### config.mk
export PLATFORM = sky130hd
export DESIGN_NAME = stage_ma
export DESIGN_NICKNAME = d
export VERILOG_FILES = /design/src/rtl/riscv_pkg.sv /design/src/rtl/stage_ma_lsu_align.sv /design/src/rtl/stage_ma.sv
export SDC_FILE = /design/constraint.sdc
export NUM_CORES = 1
export LEC_CHECK = 0
export ABC_AREA = 1
export CORE_MARGIN = 4
export CORE_UTILIZATION = 35
export DETAILED_ROUTE_END_ITERATION = 16
export PLACE_DENSITY = 0.65
export SLEW_MARGIN = 5
export SYNTH_ARGS = -nofsm -noshare
export SYNTH_HDL_FRONTEND = slang
export SYNTH_SLANG_ARGS = --single-unit
### constraint.sdc
create_clock -name clk -period 1.6 [get_ports clk]
set_clock_uncertainty 0.2 [all_clocks]
set_input_delay 0.16 -clock clk [delete_from_list [all_inputs] [get_ports clk]]
set_output_delay 0.16 -clock clk [all_outputs]
set_load 0.005 [all_outputs]
### src/rtl/riscv_pkg.sv
// Shared RV32I encodings used by the memory-access stage: load/store funct3,
// exception causes, writeback source selects and the stage FSM state type.
package riscv_pkg;

  localparam logic [2:0] F3_LB  = 3'b000;
  localparam logic [2:0] F3_LH  = 3'b001;
  localparam logic [2:0] F3_LW  = 3'b010;
  localparam logic [2:0] F3_LBU = 3'b100;
  localparam logic [2:0] F3_LHU = 3'b101;
  localparam logic [2:0] F3_SB  = 3'b000;
  localparam logic [2:0] F3_SH  = 3'b001;
  localparam logic [2:0] F3_SW  = 3'b010;

  localparam logic [1:0] EXC_NONE     = 2'b00;
  localparam logic [1:0] EXC_MISALIGN = 2'b01;
  localparam logic [1:0] EXC_BUSTO    = 2'b10;
  localparam logic [1:0] EXC_ILLEGAL  = 2'b11;

  localparam logic [1:0] WRN_ALU = 2'b00;
  localparam logic [1:0] WRN_MEM = 2'b01;
  localparam logic [1:0] WRN_PC4 = 2'b10;
  localparam logic [1:0] WRN_CSR = 2'b11;

  typedef enum logic {
    MA_IDLE = 1'b0,
    MA_WAIT = 1'b1
  } ma_state_e;

  function automatic logic load_f3_legal(input logic [2:0] f3);
    return (f3 == F3_LB) || (f3 == F3_LH) || (f3 == F3_LW) ||
           (f3 == F3_LBU) || (f3 == F3_LHU);
  endfunction

  function automatic logic store_f3_legal(input logic [2:0] f3);
    return (f3 == F3_SB) || (f3 == F3_SH) || (f3 == F3_SW);
  endfunction

  // Size lives in funct3[1:0]; bytes can never be misaligned.
  function automatic logic is_misaligned(input logic [2:0] f3, input logic [1:0] lo);
    return ((f3[1:0] == 2'b01) && lo[0]) || ((f3[1:0] == 2'b10) && (lo != 2'b00));
  endfunction

endpackage

### src/rtl/stage_ma_lsu_align.sv
// Lane steering for the data-memory port: byte enables and replicated store
// data on the request side, lane select plus sign/zero extension on the load side.
module lsu_align
  import riscv_pkg::*;
(
  input  logic [2:0]  st_funct3_i,
  input  logic [1:0]  st_off_i,
  input  logic [31:0] st_data_i,
  output logic [3:0]  be_o,
  output logic [31:0] wdata_o,
  input  logic [2:0]  ld_funct3_i,
  input  logic [1:0]  ld_off_i,
  input  logic [31:0] rdata_i,
  output logic [31:0] ld_data_o
);

  logic [31:0] lane_w;

  always_comb begin
    be_o    = 4'b0000;
    wdata_o = st_data_i;
    case (st_funct3_i[1:0])
      2'b00: begin
        be_o    = 4'b0001 << st_off_i;
        wdata_o = {4{st_data_i[7:0]}};
      end
      2'b01: begin
        be_o    = st_off_i[1] ? 4'b1100 : 4'b0011;
        wdata_o = {2{st_data_i[15:0]}};
      end
      2'b10:   be_o = 4'b1111;
      default: be_o = 4'b0000;
    endcase
  end

  // Shift the addressed lane down to bit 0, then extend by access type.
  always_comb begin
    lane_w    = rdata_i >> {ld_off_i, 3'b000};
    ld_data_o = lane_w;
    case (ld_funct3_i)
      F3_LB:   ld_data_o = {{24{lane_w[7]}}, lane_w[7:0]};
      F3_LH:   ld_data_o = {{16{lane_w[15]}}, lane_w[15:0]};
      F3_LBU:  ld_data_o = {24'h0, lane_w[7:0]};
      F3_LHU:  ld_data_o = {16'h0, lane_w[15:0]};
      default: ld_data_o = lane_w;
    endcase
  end

endmodule

### src/rtl/stage_ma.sv
// Memory-access pipeline stage: issues loads/stores on a req/ack port, stalls
// upstream while waiting, and registers the bundle (or an exception) for stage_mawb.
module stage_ma
  import riscv_pkg::*;
#(
  parameter int unsigned TIMEOUT_CYCLES  = 255,
  parameter bit          RESET_ADDR_ZERO = 1'b1
) (
  input  logic        clk,
  input  logic        rst_n,
  input  logic        valid_in,
  input  logic [31:0] busc_in,
  input  logic [31:0] busb_in,
  input  logic        mem_rd_in,
  input  logic        mem_wr_in,
  input  logic [2:0]  funct3_in,
  input  logic        write_ena_in,
  input  logic [4:0]  rd_in,
  input  logic [1:0]  wrn_in,
  output logic        stall_out,
  output logic        dmem_req,
  output logic        dmem_we,
  output logic [31:0] dmem_addr,
  output logic [3:0]  dmem_be,
  output logic [31:0] dmem_wdata,
  input  logic        dmem_ack,
  input  logic [31:0] dmem_rdata,
  output logic        ena_mawb_out,
  output logic [31:0] data_out,
  output logic [31:0] busc_out,
  output logic        write_ena_out,
  output logic [4:0]  rd_out,
  output logic [1:0]  wrn_out,
  output logic        exc_out,
  output logic [1:0]  exc_cause_out,
  output logic [31:0] exc_addr_out
);

  localparam logic [15:0] TO_LAST = 16'(TIMEOUT_CYCLES - 1);

  ma_state_e   state_q, state_d;
  logic [15:0] cnt_q, cnt_d;
  logic        req_q, req_d, we_q, we_d;
  logic [31:0] addr_q, addr_d, wdata_q, wdata_d;
  logic [3:0]  be_q, be_d;
  logic        is_ld_q, is_ld_d;
  logic [2:0]  f3_q, f3_d;
  logic [1:0]  off_q, off_d;
  logic [31:0] pbusc_q, pbusc_d;
  logic        pwe_q, pwe_d;
  logic [4:0]  prd_q, prd_d;
  logic [1:0]  pwrn_q, pwrn_d;
  logic        ena_q, ena_d, wen_q, wen_d, exc_q, exc_d;
  logic [31:0] data_q, data_d, busc_q, busc_d, exc_addr_q, exc_addr_d;
  logic [4:0]  rd_q, rd_d;
  logic [1:0]  wrn_q, wrn_d, cause_q, cause_d;

  logic        is_mem, is_illegal, is_misalign;
  logic [3:0]  st_be;
  logic [31:0] st_wdata, ld_data;

  lsu_align u_align (
    .st_funct3_i (funct3_in),
    .st_off_i    (busc_in[1:0]),
    .st_data_i   (busb_in),
    .be_o        (st_be),
    .wdata_o     (st_wdata),
    .ld_funct3_i (f3_q),
    .ld_off_i    (off_q),
    .rdata_i     (dmem_rdata),
    .ld_data_o   (ld_data)
  );

  always_comb begin
    is_mem      = mem_rd_in | mem_wr_in;
    is_illegal  = (mem_rd_in && mem_wr_in) ||
                  (mem_rd_in && !load_f3_legal(funct3_in)) ||
                  (mem_wr_in && !store_f3_legal(funct3_in));
    is_misalign = is_misaligned(funct3_in, busc_in[1:0]);
  end

  // Output bundle defaults to a bubble every cycle; only the cases below fill it.
  always_comb begin
    state_d = state_q;   cnt_d   = cnt_q;
    req_d   = req_q;     we_d    = we_q;     addr_d  = addr_q;
    be_d    = be_q;      wdata_d = wdata_q;
    is_ld_d = is_ld_q;   f3_d    = f3_q;     off_d   = off_q;
    pbusc_d = pbusc_q;   pwe_d   = pwe_q;    prd_d   = prd_q;   pwrn_d = pwrn_q;
    ena_d   = 1'b0;      data_d  = '0;       busc_d  = '0;
    wen_d   = 1'b0;      rd_d    = '0;       wrn_d   = '0;
    exc_d   = 1'b0;      cause_d = EXC_NONE; exc_addr_d = exc_addr_q;
    case (state_q)
      MA_IDLE: begin
        if (valid_in) begin
          if (!is_mem) begin
            ena_d  = 1'b1;
            busc_d = busc_in;
            wen_d  = write_ena_in;
            rd_d   = rd_in;
            wrn_d  = wrn_in;
          end else if (is_illegal || is_misalign) begin
            exc_d      = 1'b1;
            cause_d    = is_illegal ? EXC_ILLEGAL : EXC_MISALIGN;
            exc_addr_d = busc_in;
          end else begin
            state_d = MA_WAIT;
            cnt_d   = '0;
            req_d   = 1'b1;
            we_d    = mem_wr_in;
            addr_d  = {busc_in[31:2], 2'b00};
            be_d    = st_be;
            wdata_d = mem_wr_in ? st_wdata : '0;
            is_ld_d = mem_rd_in;
            f3_d    = funct3_in;
            off_d   = busc_in[1:0];
            pbusc_d = busc_in;
            pwe_d   = write_ena_in;
            prd_d   = rd_in;
            pwrn_d  = wrn_in;
          end
        end
      end
      MA_WAIT: begin
        if (dmem_ack) begin
          state_d = MA_IDLE;
          req_d   = 1'b0;
          ena_d   = 1'b1;
          data_d  = is_ld_q ? ld_data : '0;
          busc_d  = pbusc_q;
          wen_d   = pwe_q;
          rd_d    = prd_q;
          wrn_d   = pwrn_q;
        end else if (cnt_q == TO_LAST) begin
          state_d    = MA_IDLE;
          req_d      = 1'b0;
          exc_d      = 1'b1;
          cause_d    = EXC_BUSTO;
          exc_addr_d = addr_q;
        end else begin
          cnt_d = cnt_q + 16'd1;
        end
      end
      default: state_d = MA_IDLE;
    endcase
  end

  always_ff @(posedge clk or negedge rst_n) begin
    if (!rst_n) begin
      state_q <= MA_IDLE;  cnt_q   <= '0;
      req_q   <= 1'b0;     we_q    <= 1'b0;   addr_q <= '0;
      be_q    <= '0;       wdata_q <= '0;
      is_ld_q <= 1'b0;     f3_q    <= '0;     off_q  <= '0;
      pbusc_q <= '0;       pwe_q   <= 1'b0;   prd_q  <= '0;   pwrn_q <= '0;
      ena_q   <= 1'b0;     data_q  <= '0;     busc_q <= '0;
      wen_q   <= 1'b0;     rd_q    <= '0;     wrn_q  <= '0;
      exc_q   <= 1'b0;     cause_q <= EXC_NONE;
    end else begin
      state_q <= state_d;  cnt_q   <= cnt_d;
      req_q   <= req_d;    we_q    <= we_d;   addr_q <= addr_d;
      be_q    <= be_d;     wdata_q <= wdata_d;
      is_ld_q <= is_ld_d;  f3_q    <= f3_d;   off_q  <= off_d;
      pbusc_q <= pbusc_d;  pwe_q   <= pwe_d;  prd_q  <= prd_d;  pwrn_q <= pwrn_d;
      ena_q   <= ena_d;    data_q  <= data_d; busc_q <= busc_d;
      wen_q   <= wen_d;    rd_q    <= rd_d;   wrn_q  <= wrn_d;
      exc_q   <= exc_d;    cause_q <= cause_d;
    end
  end

  // The faulting address can optionally survive reset for post-mortem reads.
  generate
    if (RESET_ADDR_ZERO) begin : g_addr_rst
      always_ff @(posedge clk or negedge rst_n) begin
        if (!rst_n) exc_addr_q <= '0;
        else        exc_addr_q <= exc_addr_d;
      end
    end else begin : g_addr_hold
      always_ff @(posedge clk) exc_addr_q <= exc_addr_d;
    end
  endgenerate

  assign stall_out     = (state_q == MA_WAIT);
  assign dmem_req      = req_q;
  assign dmem_we       = we_q;
  assign dmem_addr     = addr_q;
  assign dmem_be       = be_q;
  assign dmem_wdata    = wdata_q;
  assign ena_mawb_out  = ena_q;
  assign data_out      = data_q;
  assign busc_out      = busc_q;
  assign write_ena_out = wen_q;
  assign rd_out        = rd_q;
  assign wrn_out       = wrn_q;
  assign exc_out       = exc_q;
  assign exc_cause_out = cause_q;
  assign exc_addr_out  = exc_addr_q;

endmodule
==> tab_implementation.tex <==
\begin{tabular}{lr}
\hline
Metric & Value \\
\hline
\multicolumn{2}{l}{\textbf{Synthesis}} \\
Average footprint of a synthesized cell & 8.11 sq um \\
Count of warnings emitted by yosys & 0 \\
Synthesized area & 0.00934 sq mm \\
Most frequently used flop master after synthesis & sky130\_fd\_sc\_hd\_\_dfrtp\_1 \\
Portion of the post-synthesis area used by sequential elements & 55.4\% \\
Ys async rst share & 100\% \\
Count of state elements after synthesis & 207 \\
Number of enable-type register cells in the synthesized netlist & 0 \\
Unique cell type count in the Yosys netlist & 32 \\
Cell count after synthesis & 1,152 \\
\multicolumn{2}{l}{\textbf{Worst setup path}} \\
CP required & 1.85 ns \\
Classification of the worst setup path & flop to flop \\
Nature of the critical path startpoint & flop \\
Worst Reg-to-Reg Cells & 11 \\
Critical register-to-register path startpoint & stall\_out \\
Worst setup EP type & flop \\
Reg-to-reg critical path endpoint & dmem\_wdata[18] \\
Signal arrival time at the worst endpoint & 2.06 ns \\
FF-to-FF setup slack & -0.21 ns \\
Maximum fanout along the worst path & 7 \\
\multicolumn{2}{l}{\textbf{STA}} \\
Final setup slack of the worst path & -0.205 ns \\
Max Clock Freq & 554 MHz \\
Final Slew Violations & 0 \\
Clock period minus final worst setup slack & 1.81 ns \\
Final worst path period share & 113\% \\
Total setup violations reported at the end of the flow & 153 \\
Setup repair after global routing missed its margin & yes \\
Final hold vios & 0 \\
\multicolumn{2}{l}{\textbf{Pwr}} \\
Leak pwr & 7.84 nW \\
Power, Total & 17.8 mW \\
Share of total power in sequential cells & 37.3\% \\
Power per cell area & 1190 mW/mm\^{}2 \\
Net switching component of the power & 5.36 mW \\
Fraction of power consumed by the clock network & 34.6\% \\
Switching part of the total power & 30.1\% \\
VDD IR max & 0.000777 V \\
Logic gate share of total power & 28.0\% \\
Internal power & 12.5 mW \\
\multicolumn{2}{l}{\textbf{Placement}} \\
Port Buffers & 289 \\
Final estimated routing congestion in global placement & 0.867 \\
Half-perimeter wire length of the detailed placement result & 21,800 microns \\
Total cell area at the placement stage & 0.0133 sq mm \\
\multicolumn{2}{l}{\textbf{Global route}} \\
Overflow after GRT & 0 \\
Number of antenna violations at the first check in global routing & 0 \\
Overall fraction of global-route tracks in use & 20.1\% \\
Vias in the first global route & 8,972 \\
Largest net degree at the start of global routing & 54 \\
First-pass GRT wire length & 47,800 microns \\
\multicolumn{2}{l}{\textbf{Final layout}} \\
P\&R area growth vs syn & 60.8\% \\
Share of the core filled with cells in the final layout & 57.5\% \\
Diode count & 0 \\
Net count reported at finish & 1,659 \\
Layout cells sized above 1 & 18.8\% \\
Final cell area excluding filler cells & 0.0150 sq mm \\
\multicolumn{2}{l}{\textbf{Flow run}} \\
Reported max-cap violation count & 0 \\
\multicolumn{2}{l}{\textbf{Drt}} \\
First drt pass iteration count & 5 \\
WL/cell & 16.5 microns \\
DRT antenna net count & 0 \\
Detailed Route Iter0 Violations & 667 \\
Drt drc & 0 \\
Number of vias after detailed routing & 9,282 \\
Number of vias per cell & 4.90 \\
Routed wire length & 31,400 microns \\
\multicolumn{2}{l}{\textbf{Outcome}} \\
Status & complete, but fails checks \\
Failing checks & setup timing \\
\multicolumn{2}{l}{\textbf{Die}} \\
Die outline area & 0.0294 sq mm \\
CORE AREA & 0.0261 sq mm \\
Ports placed on the boundary & 292 \\
Starting utilization of the core area & 35.8\% \\
Y dimension of the die & 171 microns \\
Die X & 171 microns \\
FP Rows & 59 \\
\multicolumn{2}{l}{\textbf{Clocking}} \\
H-tree depth reported by CTS & 1 \\
Inserted Clock Buffers & 24 \\
Later-pin clock latency in the skew report & 0.52 ns \\
Root Buffer Master & sky130\_fd\_sc\_hd\_\_clkbuf\_16 \\
Number of clock sinks & 207 \\
Clock transition time at the flip-flop clock pins of the worst setup and hold paths & 0.06 ns \\
Maximum clock path buffer count & 3 \\
TritonCTS clock tree & built \\
\multicolumn{2}{l}{\textbf{Hold path}} \\
Hold endpoint & dmem\_wdata[0] \\
Number of instances on the worst hold path & 3 \\
Worst hold path class & input port to flop \\
Start point of the worst hold path & busb\_in[0] \\
\hline
\end{tabular}
kinds of logic after synthesis:
logic type	Yosys count	synth area share, %
AND/OR/NAND/NOR	597	25.7
XOR/XNOR	7	0.656
other	1	0.0401
AO/OA/AOI/OAI	190	11.0
flip-flops	207	55.4
adder cells (fa/ha/maj)	2	0.268
buffers and inverters	148	6.88
worst max-delay path by stage:
| stage | from | end | slack (ns) | cells after the start |
|---|---|---|---|---|
| 6_report | stall_out | dmem_wdata[18] | -0.21 | 11 |
| 5_1_grt | stall_out | dmem_wdata[0] | -0.29 | 11 |
| 4_1_cts | stall_out | dmem_wdata[16] | -0.20 | 11 |
| 3_5_place_dp | funct3_in[1] | exc_addr_out[7] | -0.56 | 10 |
| 3_3_place_gp | funct3_in[1] | exc_addr_out[10] | -0.53 | 10 |
| 2_1_floorplan | stall_out | cnt_q[2] | -0.05 | 9 |
power groups by stage:
stage,combinational (mW),sequential [mW],clock [mW]
after floorplan,1.76,6.75,0
after global placement,4.67,6.76,0
after detailed placement,4.73,6.76,0
after CTS,4.57,6.63,6.28
after global routing,5.50,6.75,6.53
final,5.00,6.65,6.17
cells in the final DEF (no fill, tap or decap), types with 7 or more instances in the layout:
cell type                         instances
sky130_fd_sc_hd__o22ai_1                 31
sky130_fd_sc_hd__dfrtp_1                205
sky130_fd_sc_hd__clkdlybuf4s50_1        111
sky130_fd_sc_hd__nand3_2                  8
sky130_fd_sc_hd__buf_4                   88
sky130_fd_sc_hd__o21ai_0                 74
sky130_fd_sc_hd__dlygate4sd2_1          162
sky130_fd_sc_hd__clkdlybuf4s15_1         14
sky130_fd_sc_hd__nand2_1                363
sky130_fd_sc_hd__nand2_4                  7
sky130_fd_sc_hd__nor2_1                  72
sky130_fd_sc_hd__a31oi_1                 11
sky130_fd_sc_hd__buf_6                   18
sky130_fd_sc_hd__o21ai_2                  7
sky130_fd_sc_hd__inv_1                   75
sky130_fd_sc_hd__clkbuf_16               28
sky130_fd_sc_hd__nand3_1                 72
sky130_fd_sc_hd__o21ai_1                 42
sky130_fd_sc_hd__xor2_1                   7
sky130_fd_sc_hd__nor2_4                   7
sky130_fd_sc_hd__a21oi_2                  7
sky130_fd_sc_hd__a21oi_1                  8
sky130_fd_sc_hd__nor2_2                  16
sky130_fd_sc_hd__nand2_2                 39
sky130_fd_sc_hd__buf_12                  21
synth_stat cells, types with 10 or more instances:
master	count	area share, %
sky130_fd_sc_hd__a21oi_1	16	0.86
sky130_fd_sc_hd__o21ai_0	113	6.1
sky130_fd_sc_hd__nand2_1	409	16
sky130_fd_sc_hd__a31oi_1	11	0.74
sky130_fd_sc_hd__dfrtp_1	207	55
sky130_fd_sc_hd__inv_1	77	3.1
sky130_fd_sc_hd__clkbuf_1	35	1.4
sky130_fd_sc_hd__buf_2	16	0.86
sky130_fd_sc_hd__nor2_1	92	3.7
sky130_fd_sc_hd__o21ai_1	10	0.54
sky130_fd_sc_hd__o22ai_1	32	2.1
sky130_fd_sc_hd__nand3_1	81	4.3
routing by layer:
layer  global-route usage (%)  up-vias  wire length (microns)
met4                     6.37        0                   1040
met5                        0        -                      0
met2                     32.8      363                  14800
met1                     26.4     4365                  12900
met3                     5.40       62                   2620
li1                         -     4492                      -
worst max-delay path, stage by stage (launching register included):
cell and delay (ns):
sky130_fd_sc_hd__dfrtp_2 0.42, sky130_fd_sc_hd__buf_6 0.13, sky130_fd_sc_hd__inv_4 0.06, sky130_fd_sc_hd__nand2_4 0.05
sky130_fd_sc_hd__nor2_4 0.11, sky130_fd_sc_hd__nand4_4 0.14, sky130_fd_sc_hd__nor2_4 0.16, sky130_fd_sc_hd__buf_12 0.14
sky130_fd_sc_hd__buf_12 0.11, sky130_fd_sc_hd__buf_12 0.12, sky130_fd_sc_hd__nand2_2 0.04, sky130_fd_sc_hd__nand2_1 0.06
timing repair:
| action | in CTS | in global routing |
|---|---|---|
| hold buffers | 5 | 0 |
| gates cloned | 3 | 7 |
| pin swaps | 8 | 31 |
| endpoints found under the setup margin | 333 | 185 |
| buffers inserted | 25 | 10 |
| endpoints found under the hold margin | 210 | 0 |
| gates resized for setup | 245 | 138 |
stage by stage:
step / setup WS [ns] / TNS, ns / instances / hold slack (ns)
after floorplan: -0.0500 / -2.57 / 1153 / -0.336
after global placement: -0.533 / -68.05 / 1804 / -0.110
after detailed placement: -0.561 / -71.66 / 1804 / -0.109
after CTS: -0.198 / -14.36 / 1880 / 0.00241
after global routing: -0.287 / -30.39 / 1896 / 0.00497
final: -0.205 / -17.78 / 1896 / 0.0181
final cells by class:
class / count / area, sq um
Inverter: 82 / 324
Timing Repair Buffer: 429 / 4210
Timing Repair inverter: 1 / 8.76
Tap cell: 335 / 419
Sequential cell: 207 / 5180
Clock inverter: 15 / 246
Multi-Input combinational cell: 799 / 3980
Fill cell: 2401 / 11100
Clock buffer: 28 / 656
sequential cells by signal, summed over array words and instances (netlist names), 2 cells and up:
| signal | count |
|---|---|
| prd_q | 5 |
| pbusc_q | 31 |
| wrn_out | 2 |
| dmem_be | 4 |
| dmem_wdata | 32 |
| busc_out | 32 |
| pwrn_q | 2 |
| exc_cause_out | 2 |
| rd_out | 5 |
| cnt_q | 16 |
| exc_addr_out | 32 |
| f3_q | 3 |
| data_out | 32 |
No activity file was read; power rests on OpenSTA's default activity.
